File: config.mk
export PLATFORM = sky130hd
export DESIGN_NAME = wb_rr_arbiter_flat
export DESIGN_NICKNAME = d
export VERILOG_FILES = /design/src/rtl/wb_rr_arbiter_if.sv /design/src/rtl/wb_rr_arbiter.sv /design/src/flat_wrapper.sv
export SDC_FILE = /design/constraint.sdc
export NUM_CORES = 1
export LEC_CHECK = 0
export BUFFER_PORTS_ARGS = -buffer_cell sky130_fd_sc_hd__buf_2
export CAP_MARGIN = 25
export CORE_AREA = 10 10 103 105
export CTS_CLUSTER_DIAMETER = 200
export CTS_CLUSTER_SIZE = 24
export DETAILED_ROUTE_END_ITERATION = 16
export DIE_AREA = 0 0 113 115
export PLACE_DENSITY = 0.67
export SLEW_MARGIN = 15
export SYNTH_ARGS = -nofsm -noshare
export SYNTH_HDL_FRONTEND = slang
export SYNTH_SLANG_ARGS = --single-unit
File: constraint.sdc
create_clock -name clk -period 4.1 [get_ports clk]
set_input_delay 0.82 -clock clk [delete_from_list [all_inputs] [get_ports clk]]
set_output_delay 0.82 -clock clk [all_outputs]
set_load 0.02 [all_outputs]
File: src/rtl/wb_rr_arbiter_if.sv
// wb_rr_arbiter_if: N-master Wishbone request bundle plus the shared slave port.
// The master modport is the arbiter's view, the slave modport is the surrounding system's.
interface wb_rr_arbiter_if #(
    parameter int NUM_MASTERS = 2,
    parameter int AW = 32,
    parameter int DW = 32
);
    localparam int SW = DW / 8;
    logic [NUM_MASTERS-1:0]    m_cyc_i, m_stb_i, m_we_i, m_ack_o, m_err_o, grant_o;
    logic [NUM_MASTERS*SW-1:0] m_sel_i;
    logic [NUM_MASTERS*AW-1:0] m_adr_i;
    logic [NUM_MASTERS*DW-1:0] m_dat_i;
    logic [DW-1:0]             m_dat_o, s_dat_o, s_dat_i;
    logic [AW-1:0]             s_adr_o;
    logic [SW-1:0]             s_sel_o;
    logic                      s_cyc_o, s_stb_o, s_we_o, s_ack_i;

    modport master (
        input  m_cyc_i, m_stb_i, m_we_i, m_sel_i, m_adr_i, m_dat_i, s_ack_i, s_dat_i,
        output m_ack_o, m_err_o, m_dat_o, grant_o,
               s_cyc_o, s_stb_o, s_we_o, s_sel_o, s_adr_o, s_dat_o
    );

    modport slave (
        output m_cyc_i, m_stb_i, m_we_i, m_sel_i, m_adr_i, m_dat_i, s_ack_i, s_dat_i,
        input  m_ack_o, m_err_o, m_dat_o, grant_o,
               s_cyc_o, s_stb_o, s_we_o, s_sel_o, s_adr_o, s_dat_o
    );
endinterface

File: src/rtl/wb_rr_arbiter.sv
// wb_rr_arbiter: N-master Wishbone arbiter for the shared SDRAM port.
// Fixed-priority or round-robin grant held for a whole CYC tenure, with a stall timeout.
module wb_rr_arbiter #(
    parameter int NUM_MASTERS = 2,
    parameter int AW = 32,
    parameter int DW = 32,
    parameter int RR_MODE = 1,
    parameter int TIMEOUT = 255
) (
    input logic             clk,
    input logic             rst_n,
    wb_rr_arbiter_if.master bus
);
    localparam int N  = NUM_MASTERS;
    localparam int SW = DW / 8;
    localparam int PW = N > 1 ? $clog2(N) : 1;

    typedef enum logic {IDLE, OWN} state_t;

    state_t        state_q, state_d;
    logic [PW-1:0] own_q, own_d, ptr_q, ptr_d, win;
    logic [15:0]   cnt_q, cnt_d;
    logic          own, o_cyc, o_stb, stall, hit;
    int            k;

    // Scan downwards so the last match is the first requester at or after the base.
    always_comb begin
        win = '0;
        k = 0;
        for (int i = N - 1; i >= 0; i--) begin
            k = (RR_MODE != 0 ? int'(ptr_q) : 0) + i;
            k = k >= N ? k - N : k;
            if (bus.m_cyc_i[PW'(k)]) win = PW'(k);
        end
    end

    assign own   = state_q == OWN;
    assign o_cyc = bus.m_cyc_i[own_q];
    assign o_stb = bus.m_stb_i[own_q];
    assign stall = own && o_cyc && o_stb && !bus.s_ack_i;
    assign hit   = TIMEOUT != 0 && stall && cnt_q == 16'(TIMEOUT - 1);

    always_comb begin
        state_d = state_q;
        own_d   = own_q;
        ptr_d   = ptr_q;
        cnt_d   = '0;
        if (!own) begin
            state_d = |bus.m_cyc_i ? OWN : IDLE;
            own_d   = |bus.m_cyc_i ? win : own_q;
        end else if (!o_cyc || hit) begin
            state_d = IDLE;
            ptr_d   = RR_MODE == 0 ? ptr_q : own_q == PW'(N - 1) ? '0 : own_q + 1'b1;
        end else begin
            cnt_d = TIMEOUT != 0 && stall ? cnt_q + 1'b1 : '0;
        end
    end

    // Everything except the read-data broadcast is held at zero while reset is asserted.
    always_comb begin
        bus.m_ack_o = '0;
        bus.m_err_o = '0;
        bus.grant_o = '0;
        bus.m_dat_o = bus.s_dat_i;
        bus.s_cyc_o = 1'b0;
        bus.s_stb_o = 1'b0;
        bus.s_we_o  = 1'b0;
        bus.s_sel_o = '0;
        bus.s_adr_o = '0;
        bus.s_dat_o = '0;
        if (rst_n && own) begin
            bus.grant_o[own_q] = 1'b1;
            bus.m_ack_o[own_q] = bus.s_ack_i;
            bus.m_err_o[own_q] = hit;
            bus.s_cyc_o = o_cyc && !hit;
            bus.s_stb_o = o_stb && !hit;
            bus.s_we_o  = bus.m_we_i[own_q];
            bus.s_sel_o = bus.m_sel_i[own_q*SW +: SW];
            bus.s_adr_o = bus.m_adr_i[own_q*AW +: AW];
            bus.s_dat_o = bus.m_dat_i[own_q*DW +: DW];
        end
    end

    always_ff @(posedge clk) begin
        if (!rst_n) begin
            state_q <= IDLE;
            own_q   <= '0;
            ptr_q   <= '0;
            cnt_q   <= '0;
        end else begin
            state_q <= state_d;
            own_q   <= own_d;
            ptr_q   <= ptr_d;
            cnt_q   <= cnt_d;
        end
    end
endmodule

File: src/flat_wrapper.sv
// flat-port wrapper written by rule: the top's interface ports become plain ports
module wb_rr_arbiter_flat 
#(
    parameter int NUM_MASTERS = 2,
    parameter int AW = 32,
    parameter int DW = 32,
    parameter int RR_MODE = 1,
    parameter int TIMEOUT = 255
)
  (clk, rst_n, bus_m_cyc_i, bus_m_stb_i, bus_m_we_i, bus_m_sel_i, bus_m_adr_i, bus_m_dat_i, bus_s_ack_i, bus_s_dat_i, bus_m_ack_o, bus_m_err_o, bus_m_dat_o, bus_grant_o, bus_s_cyc_o, bus_s_stb_o, bus_s_we_o, bus_s_sel_o, bus_s_adr_o, bus_s_dat_o);
  wb_rr_arbiter_if #(.NUM_MASTERS(NUM_MASTERS), .AW(AW), .DW(DW)) bus_i ();
  input logic clk;
  input logic rst_n;
  input wire logic [$bits(bus_i.m_cyc_i)-1:0] bus_m_cyc_i;
  input wire logic [$bits(bus_i.m_stb_i)-1:0] bus_m_stb_i;
  input wire logic [$bits(bus_i.m_we_i)-1:0] bus_m_we_i;
  input wire logic [$bits(bus_i.m_sel_i)-1:0] bus_m_sel_i;
  input wire logic [$bits(bus_i.m_adr_i)-1:0] bus_m_adr_i;
  input wire logic [$bits(bus_i.m_dat_i)-1:0] bus_m_dat_i;
  input wire logic [$bits(bus_i.s_ack_i)-1:0] bus_s_ack_i;
  input wire logic [$bits(bus_i.s_dat_i)-1:0] bus_s_dat_i;
  output wire logic [$bits(bus_i.m_ack_o)-1:0] bus_m_ack_o;
  output wire logic [$bits(bus_i.m_err_o)-1:0] bus_m_err_o;
  output wire logic [$bits(bus_i.m_dat_o)-1:0] bus_m_dat_o;
  output wire logic [$bits(bus_i.grant_o)-1:0] bus_grant_o;
  output wire logic [$bits(bus_i.s_cyc_o)-1:0] bus_s_cyc_o;
  output wire logic [$bits(bus_i.s_stb_o)-1:0] bus_s_stb_o;
  output wire logic [$bits(bus_i.s_we_o)-1:0] bus_s_we_o;
  output wire logic [$bits(bus_i.s_sel_o)-1:0] bus_s_sel_o;
  output wire logic [$bits(bus_i.s_adr_o)-1:0] bus_s_adr_o;
  output wire logic [$bits(bus_i.s_dat_o)-1:0] bus_s_dat_o;
  assign bus_i.m_cyc_i = bus_m_cyc_i;
  assign bus_i.m_stb_i = bus_m_stb_i;
  assign bus_i.m_we_i = bus_m_we_i;
  assign bus_i.m_sel_i = bus_m_sel_i;
  assign bus_i.m_adr_i = bus_m_adr_i;
  assign bus_i.m_dat_i = bus_m_dat_i;
  assign bus_i.s_ack_i = bus_s_ack_i;
  assign bus_i.s_dat_i = bus_s_dat_i;
  assign bus_m_ack_o = bus_i.m_ack_o;
  assign bus_m_err_o = bus_i.m_err_o;
  assign bus_m_dat_o = bus_i.m_dat_o;
  assign bus_grant_o = bus_i.grant_o;
  assign bus_s_cyc_o = bus_i.s_cyc_o;
  assign bus_s_stb_o = bus_i.s_stb_o;
  assign bus_s_we_o = bus_i.s_we_o;
  assign bus_s_sel_o = bus_i.s_sel_o;
  assign bus_s_adr_o = bus_i.s_adr_o;
  assign bus_s_dat_o = bus_i.s_dat_o;
  wb_rr_arbiter #(.NUM_MASTERS(NUM_MASTERS), .AW(AW), .DW(DW), .RR_MODE(RR_MODE), .TIMEOUT(TIMEOUT)) u_core (.clk(clk), .rst_n(rst_n), .bus(bus_i));
endmodule
## Word level (Yosys, flattened, before mapping)

Index checks and enable logic that the tools add are counted.

- Add/sub/neg operators: 5
- Order comparisons: 6
- Shift-type cells: 3
- Bitwise operators: 5
- Reduce and logical (&&, ||, !) cells: 16
- Equality and inequality tests: 1
- Multiplexer cells: 29

Operator list:

| kind | count |
|---|---|
| 64-bit by 7-bit indexed part select with 32-bit output | 2 |
| 32-bit two-way mux | 2 |
| 1-bit two-way mux | 22 |
| 16-bit by 1-bit adder with 16-bit output, second input constant | 1 |
| 16-bit by 8-bit == test with 1-bit output, second input constant | 1 |
| 1-bit logical AND | 8 |
| 8-bit by 4-bit indexed part select with 4-bit output | 1 |
| 1-bit by 3-bit less-than comparator with 1-bit output, second input constant | 2 |
| 2-bit two-way mux | 3 |
| 2-bit bitwise AND | 2 |
| 4-bit two-way mux | 1 |
| 2-bit AND reduction | 2 |
| 4-bit OR reduction | 1 |
| 1-bit zero test | 3 |
| 1-bit inverter | 3 |
| 1-bit by 1-bit adder with 2-bit output, second input constant | 1 |
| 1-bit by 2-bit >= comparator with 1-bit output, second input constant | 1 |
| 2-bit >= comparator, second input constant | 1 |
| 1-bit by 2-bit less-than comparator with 1-bit output, second input constant | 1 |
| 2-bit OR reduction | 1 |
| 1-bit subtractor, second input constant | 2 |
| 1-bit adder, second input constant | 1 |
| 1-bit demux with 1-bit select | 1 |
| 1-bit >= comparator, second input constant | 1 |
| 1-bit logical OR | 1 |

- Output and inout port bits: 109
- Bits in registers: 19
- Word-level logic and storage cells: 69
- Input port bits: 177

## Longest topological paths before layout

Gate-level depths: netlist (run 1).

- Depth in word-level cells: 9
- Depth in mapped cells: 8
- Mapped depth without buffers: 6

## Worst setup path after synthesis (run 1)

Ideal clock, no wire load.

- Path kind: in2out
- Start point: input port bus_m_stb_i[1]
- End point: output port bus_m_err_o[0]
- Stages on the path: 4
- Data required time: 3.280 ns
- Buffers on the path: 0
- Setup slack: 1.282 ns
- Arrival: 1.998 ns
- Cells stage by stage: mux2_1 nand3b_1 or2_2 nor4_1

- Word-level cells in the longest chain between the ends: 7

RTL lines:

| what | line | RTL |
|---|---|---|
| from (decl) | flat_wrapper.sv:15 | `input wire logic [$bits(bus_i.m_stb_i)-1:0] bus_m_stb_i;` |
| 1-bit two-way mux (implied by the code) (2 in a row) | wb_rr_arbiter.sv:39 | `assign o_stb = bus.m_stb_i[own_q];` |
| 1-bit logical AND (2 in a row) | wb_rr_arbiter.sv:40 | `assign stall = own && o_cyc && o_stb && !bus.s_ack_i;` |
| 1-bit logical AND | wb_rr_arbiter.sv:41 | `assign hit = TIMEOUT != 0 && stall && cnt_q == 16'(TIMEOUT - 1);` |
| 2-bit bitwise AND (no source line) | n/a |  |
| 2-bit two-way mux | wb_rr_arbiter.sv:71 | `if (rst_n && own) begin` |
| to (decl) | flat_wrapper.sv:23 | `output wire logic [$bits(bus_i.m_err_o)-1:0] bus_m_err_o;` |

No other way between the ends. The select of a mux whose other input is x is not followed.

## Worst setup path after layout (run 1)

- Start point: input port rst_n
- End point: output port bus_s_dat_o[12]

- Word-level cells in the longest chain between the ends: 2

RTL lines:

| what | line | RTL |
|---|---|---|
| from (decl) | flat_wrapper.sv:13 | `input logic rst_n;` |
| 1-bit logical AND | wb_rr_arbiter.sv:71 |  |
| 32-bit two-way mux | wb_rr_arbiter.sv:71 |  |
| to (decl) | flat_wrapper.sv:31 | `output wire logic [$bits(bus_i.s_dat_o)-1:0] bus_s_dat_o;` |

No other way between the ends.

==> impl_metrics.ini, run 1 <==
[timing]
finalSetupViolCount = 0
fin_skew_ns = 0.00407
max_slew_margin = 0.433
hold_violations = 0
fin_tns_setup_ns = 0
fin_crit_ns = 3.06
worstMarginPinSlew_ns = 0.848
slew_viol_final = 0
fmax_mhz = 327
rsz0062_at_grt = false
finalCritPeriodShare = 0.745

[synth]
async_reset_ff_frac = 0
syn_inst = 293
synth_cell_types = 34
synth_nets = 472
synth.top_cell.area_share = 0.321
synth_top_cells_by_count = 88 x nor2_1, 70 x mux2i_1, 32 x buf_4
yosys.cell_count.top_type = nor2_1
synth-seq-cells = 19
synth_top_area_cell = mux2i_1
synth_area_leaders = mux2i_1 32%, dfxtp_1 17%, nor2_1 15%, buf_4 11%, xnor2_1 3.2%
ys_seq_area_frac = 0.174
yosys_warnings = 0
synth_flop_cell = dfxtp_1
syn_area_um2 = 2180
syn_avg_cell_area_um2 = 7.45
synth_edf_count = 0

[placement]
dp.cells = 574
dp_hpwl_mm = 8.57
io_buffers = 221
gp_congestion = 0.836

[floorplanning]
fp.dieW_um = 113
dieArea_um2 = 13000
fp.dieH_um = 115
start_util = 0.255
fp.coreArea_um2 = 8550
io_pins = 286
row_count = 34

[layout]
area_growth_pct = 45.9
finalNonFillerCells = 578
fin_nets = 650
drive_gt1_frac = 0.487
antennaDiodeCount = 0

[cts]
clk_pin_slew_worst_paths_ns = 0.07
cts_resized = 0
ctsHoldBuffers = 0
clock_path_buffers = 2
cts.sinks = 19
cts_max_level = 1
cts_tree = built
post_cts_buffers = 0
clk_latency_ns = 0.25
cts_buffers = 3
root_buffer = clkbuf_8

[global_route]
grt_pass1_wl_mm = 14.5
grt_overflow = 0
antenna_found_initial = 0
track_usage = 0.133
grt_max_degree = 74
grt_pass1_vias = 2810

[setup_path]
crit_required_ns = 3.28
slowest_stage = nand2_2
worstSetupStartpointType = input pin
timing.critical_path.buf_inv = 3
crit_arrival_ns = 2.24
path_max_fanout = 49
path_cells = buf_2 -> nand2_2 -> buf_4 -> nor2_1 -> buf_2
crit_top_cell = buf_2
cp-end-kind = output pin
crit_family = simple AND/OR/NAND/NOR gates
cpPeakStageDelay_ns = 0.62
critPathKind = in -> out

[drt]
vias = 2629
drt-initial-drc-count = 147
first_pass_iters = 6
ant_nets = 0
drc_errors = 0
drt-wirelength-per-cell_um = 16.9
viasPerCell = 4.55
drt-total-wl_mm = 9.78

[power]
p_seq_frac = 0.352
p_switching_mw = 0.179
swShare = 0.334
p_clk_frac = 0.238
ir_drop_mv = 0.112
powerDensity_nw_per_um2 = 168
p_leak_nw = 1.54
comb_power_share = 0.410
p_int_mw = 0.357

[job]
drv_cap = 0

[run_status]
status = completed

[min_path]
hold_class = reg -> reg
## registers in the layout, summed over array words and instances, names as in the netlist
| register | cells |
|---|---|
| u_core.cnt_q | 16 |
| u_core.own | 1 |
| u_core.own_q | 1 |
| u_core.ptr_q | 1 |
## layer usage
metal  vias up  share of wire  GRT usage
met2       147           0.51      0.236
met4         0          0.020     0.0372
li1       1314              -          -
met5         -              0          0
met3        27          0.097     0.0458
met1      1141           0.38      0.147
## layout make-up
cell class / count / area [um2]
multi-input cells: 221 / 1480
clock buffers: 4 / 45.0
fillers: 889 / 5370
inverters: 3 / 11.3
well taps: 108 / 135
flip-flops and latches: 19 / 384
repair buffers: 223 / 1130
## worst reg2reg max path, delay by kind of cell, from the launching register on
| family | cells | cell delay, ns |
|---|---|---|
| flip-flops | 1 | 0.40 |
| adder cells (fa/ha/maj) | 1 | 0.19 |
| AND/OR/NAND/NOR | 3 | 1.01 |
| AO/OA/AOI/OAI | 1 | 0.22 |
| buffers and inverters | 1 | 0.06 |
## power by group through the flow
| stage | sequential [mW] | combinational, mW | clock, mW |
|---|---|---|---|
| 3_5_place_dp | 0.193 | 0.223 | 0 |
| 5_1_grt | 0.189 | 0.241 | 0.140 |
| 4_1_cts | 0.189 | 0.224 | 0.130 |
| 2_1_floorplan | 0.192 | 0.157 | 0 |
| 6_report | 0.189 | 0.220 | 0.128 |
| 3_3_place_gp | 0.193 | 0.218 | 0 |
## final timing paths
path         slack, ns          endpoint       startpoint  depth (start not counted)
max               1.04   bus_s_dat_o[12]            rst_n                          5
min               0.49   u_core.cnt_q[0]  u_core.cnt_q[0]                          1
max reg2reg       2.15  u_core.cnt_q[15]  u_core.cnt_q[0]                          6
min reg2reg       0.49   u_core.cnt_q[0]  u_core.cnt_q[0]                          1
## placed cells by master (no fill, tap or decap), drive strengths merged
| cell | instances |
|---|---|
| buf | 223 |
| nor2 | 88 |
| mux2i | 70 |
| dfxtp | 19 |
| xnor2 | 8 |
| nand3 | 7 |
| nor4 | 5 |
| nand4 | 5 |
| xor2 | 5 |
| nand2 | 5 |
| clkbuf | 4 |
| inv | 3 |
| and2 | 3 |
| and3 | 3 |
| a21oi | 3 |
| nor3 | 2 |
| ha | 2 |
| mux2 | 1 |
| nand3b | 1 |
| and4 | 1 |
| nor4b | 1 |
| and3b | 1 |
| or2 | 1 |
| o2111a | 1 |
| o21bai | 1 |
| nor3b | 1 |
| or4b | 1 |
| o21ai | 1 |
| a32oi | 1 |
| o31ai | 1 |
| or4 | 1 |
| a221oi | 1 |
## logic make-up after synthesis
logic type      share of synthesized area
simple gates                        0.256
mux                                 0.326
buf+inv                             0.151
flops                               0.174
xor+xnor                           0.0521
compound gates                     0.0292
fa+ha+maj                          0.0115
## stage by stage
| stage | power, mW | setup slack (ns) | util | hold WS (ns) | cell area, um2 |
|---|---|---|---|---|---|
| 2_1_floorplan | 0.349 | 1.28 | - | 0.437 | 2180 |
| 3_3_place_gp | 0.411 | 1.10 | 0.367 | 0.456 | 3140 |
| 3_5_place_dp | 0.416 | 1.02 | 0.367 | 0.469 | 3140 |
| 4_1_cts | 0.542 | 1.02 | 0.373 | 0.486 | 3190 |
| 5_1_grt | 0.571 | 0.898 | 0.373 | 0.507 | 3190 |
| 6_report | 0.537 | 1.04 | 0.373 | 0.491 | 3190 |
Power figures use the tool's default switching activity.
==> run 2, diff against run 1 <==
Settings changed: CORE_AREA 10 10 103 105 to 10 10 102 104, DIE_AREA 0 0 113 115 to 0 0 112 114, PLACE_DENSITY 0.67 to 0.69.
Clock period 4.1 ns to 3.05 ns, I/O delays scaled along.
==> run 2 against run 1 <==
Effect of this change:
- non-clock buffer count stayed put
- first-iteration DRC count rose by 12%
- sequential share of layout area shrank 0.071 points
- utilization is 0.60 points higher
- sequential power is 35% higher
- largest cell class unchanged
- largest power group unchanged
- critical path type is now reg -> out
- hold slack got worse by 0.0090 ns
- highest routed layer unchanged
- flip-flop and latch count did not move
- setup slack worse by 0.69 ns
- design area rose by 0.59%
==> impl_metrics.ini, run 2 (synthesis gave the netlist of run 1 again) <==
[placement]
io_buffers = 221
gp_congestion = 0.818
pre_cts_slack_ns = 0.599
dpl-instance-area_um2 = 3150
dp_hpwl_mm = 9.50

[layout]
regMostFlops = u_core.cnt_q
fill_cells = 913
area_growth_pct = 46.8
layout_commonest_cell = buf_2
drive_gt1_frac = 0.489
layout_common_cells = 221 x buf_2, 88 x nor2_1, 70 x mux2i_1
largest_register_ffs = 16
fin_nets = 650
stdcell_area_um2 = 3200

[global_route]
antenna_found_initial = 0
grt_pass1_vias = 2816
grt_pass1_wl_mm = 15.8
track_usage = 0.151
grt_max_degree = 72
grt_overflow = 0

[job]
drv_cap = 0

[setup_path]
cp-end-kind = output pin
crit_arrival_ns = 2.08
rr_worst_depth = 4
worstSetupStartpointType = flip-flop
critPathKind = reg -> out
path_max_fanout = 7
crit_required_ns = 2.44

[floorplanning]
io_pins = 286
start_util = 0.258
fp.coreArea_um2 = 8470
fp.dieH_um = 114
fp.dieW_um = 112
row_count = 34
dieArea_um2 = 12800

[timing]
rsz0062_at_grt = false
finalCritPeriodShare = 0.883
fin_skew_ns = 0.00366
worstMarginPinSlew_ns = 0.508
finalSetupViolCount = 0
hold_slack_ns = 0.482
fin_tns_setup_ns = 0
max_slew_margin = 0.661
fin_crit_ns = 2.69
worst_slack_ns = 0.357
fmax_mhz = 371
hold_violations = 0
slew_viol_final = 0

[drt]
drt-wirelength-per-cell_um = 18.6
first_pass_iters = 4
drt-total-wl_mm = 10.8
viasPerCell = 4.59
drt-initial-drc-count = 165
ant_nets = 0
vias = 2665
drc_errors = 0

[cts]
root_buffer = clkbuf_8
clk_latency_ns = 0.26
ctsHoldBuffers = 0
cts_tree = built
clock_path_buffers = 2
clk_pin_slew_worst_paths_ns = 0.07
post_cts_buffers = 0
cts_max_level = 1
cts_resized = 0
cts.sinks = 19
cts_buffers = 3

[min_path]
hold_class = reg -> reg
holdPathStages = 1

[power]
p_leak_nw = 1.55
ir_drop_mv = 0.0845
powerDensity_nw_per_um2 = 229

[run_status]
status = completed
[run 2: changes by cell type in the layout (fill, tap and decap cells not counted), sizes merged]
cell	delta
clkbuf	-1
clkinv	+1
diode	+2
[run 2: through the flow]
stage	instances	utilization	total power [mW]
final	580	0.379	0.733
after CTS	578	0.378	0.742
after global routing	578	0.378	0.775
after floorplan	293	-	0.469
after global placement	574	0.372	0.557
after detailed placement	574	0.372	0.564
[run 2: final cells by class]
type / count / area (um2) / share of cell area
multi-input cells: 221 / 1480 / 0.461
flip-flops and latches: 19 / 384 / 0.120
well taps: 108 / 135 / 0.0422
clock inverters: 1 / 5.00 / 0.00156
inverters: 3 / 11.3 / 0.00351
diodes: 2 / 5.00 / 0.00156
clock buffers: 3 / 41.3 / 0.0129
repair buffers: 223 / 1150 / 0.358
[run 2: power breakdown]
group          internal (mW)  switching (mW)  total, mW  leakage (nW)
registers              0.250         0.00459      0.255         0.154
clock network         0.0911          0.0870      0.178        0.0255
logic                  0.139           0.161      0.301          1.37
total                  0.480           0.253      0.733          1.55
[run 2: final timing paths]
kind,slack (ns),end,start
setup reg to reg,0.85,u_core.cnt_q[15],u_core.own_q
setup / recovery,0.36,bus_m_err_o[0],u_core.cnt_q[2]
hold / removal,0.48,u_core.cnt_q[0],u_core.cnt_q[0]
hold reg to reg,0.48,u_core.cnt_q[0],u_core.cnt_q[0]
[run 2: worst max-delay path: stages, from the launching register on]
cell	delay (ns)
dfxtp_1	0.44
nor4b_1	0.28
nand4_1	0.19
or2_2	0.35
nor4_1	0.30
buf_2	0.25
[run 2: layer usage]
layer	GRT usage	up-vias	share of wire
li1	-	1324	-
met1	0.161	1209	0.36
met2	0.282	119	0.54
met3	0.0394	13	0.077
met4	0.0525	0	0.018
met5	0	-	0
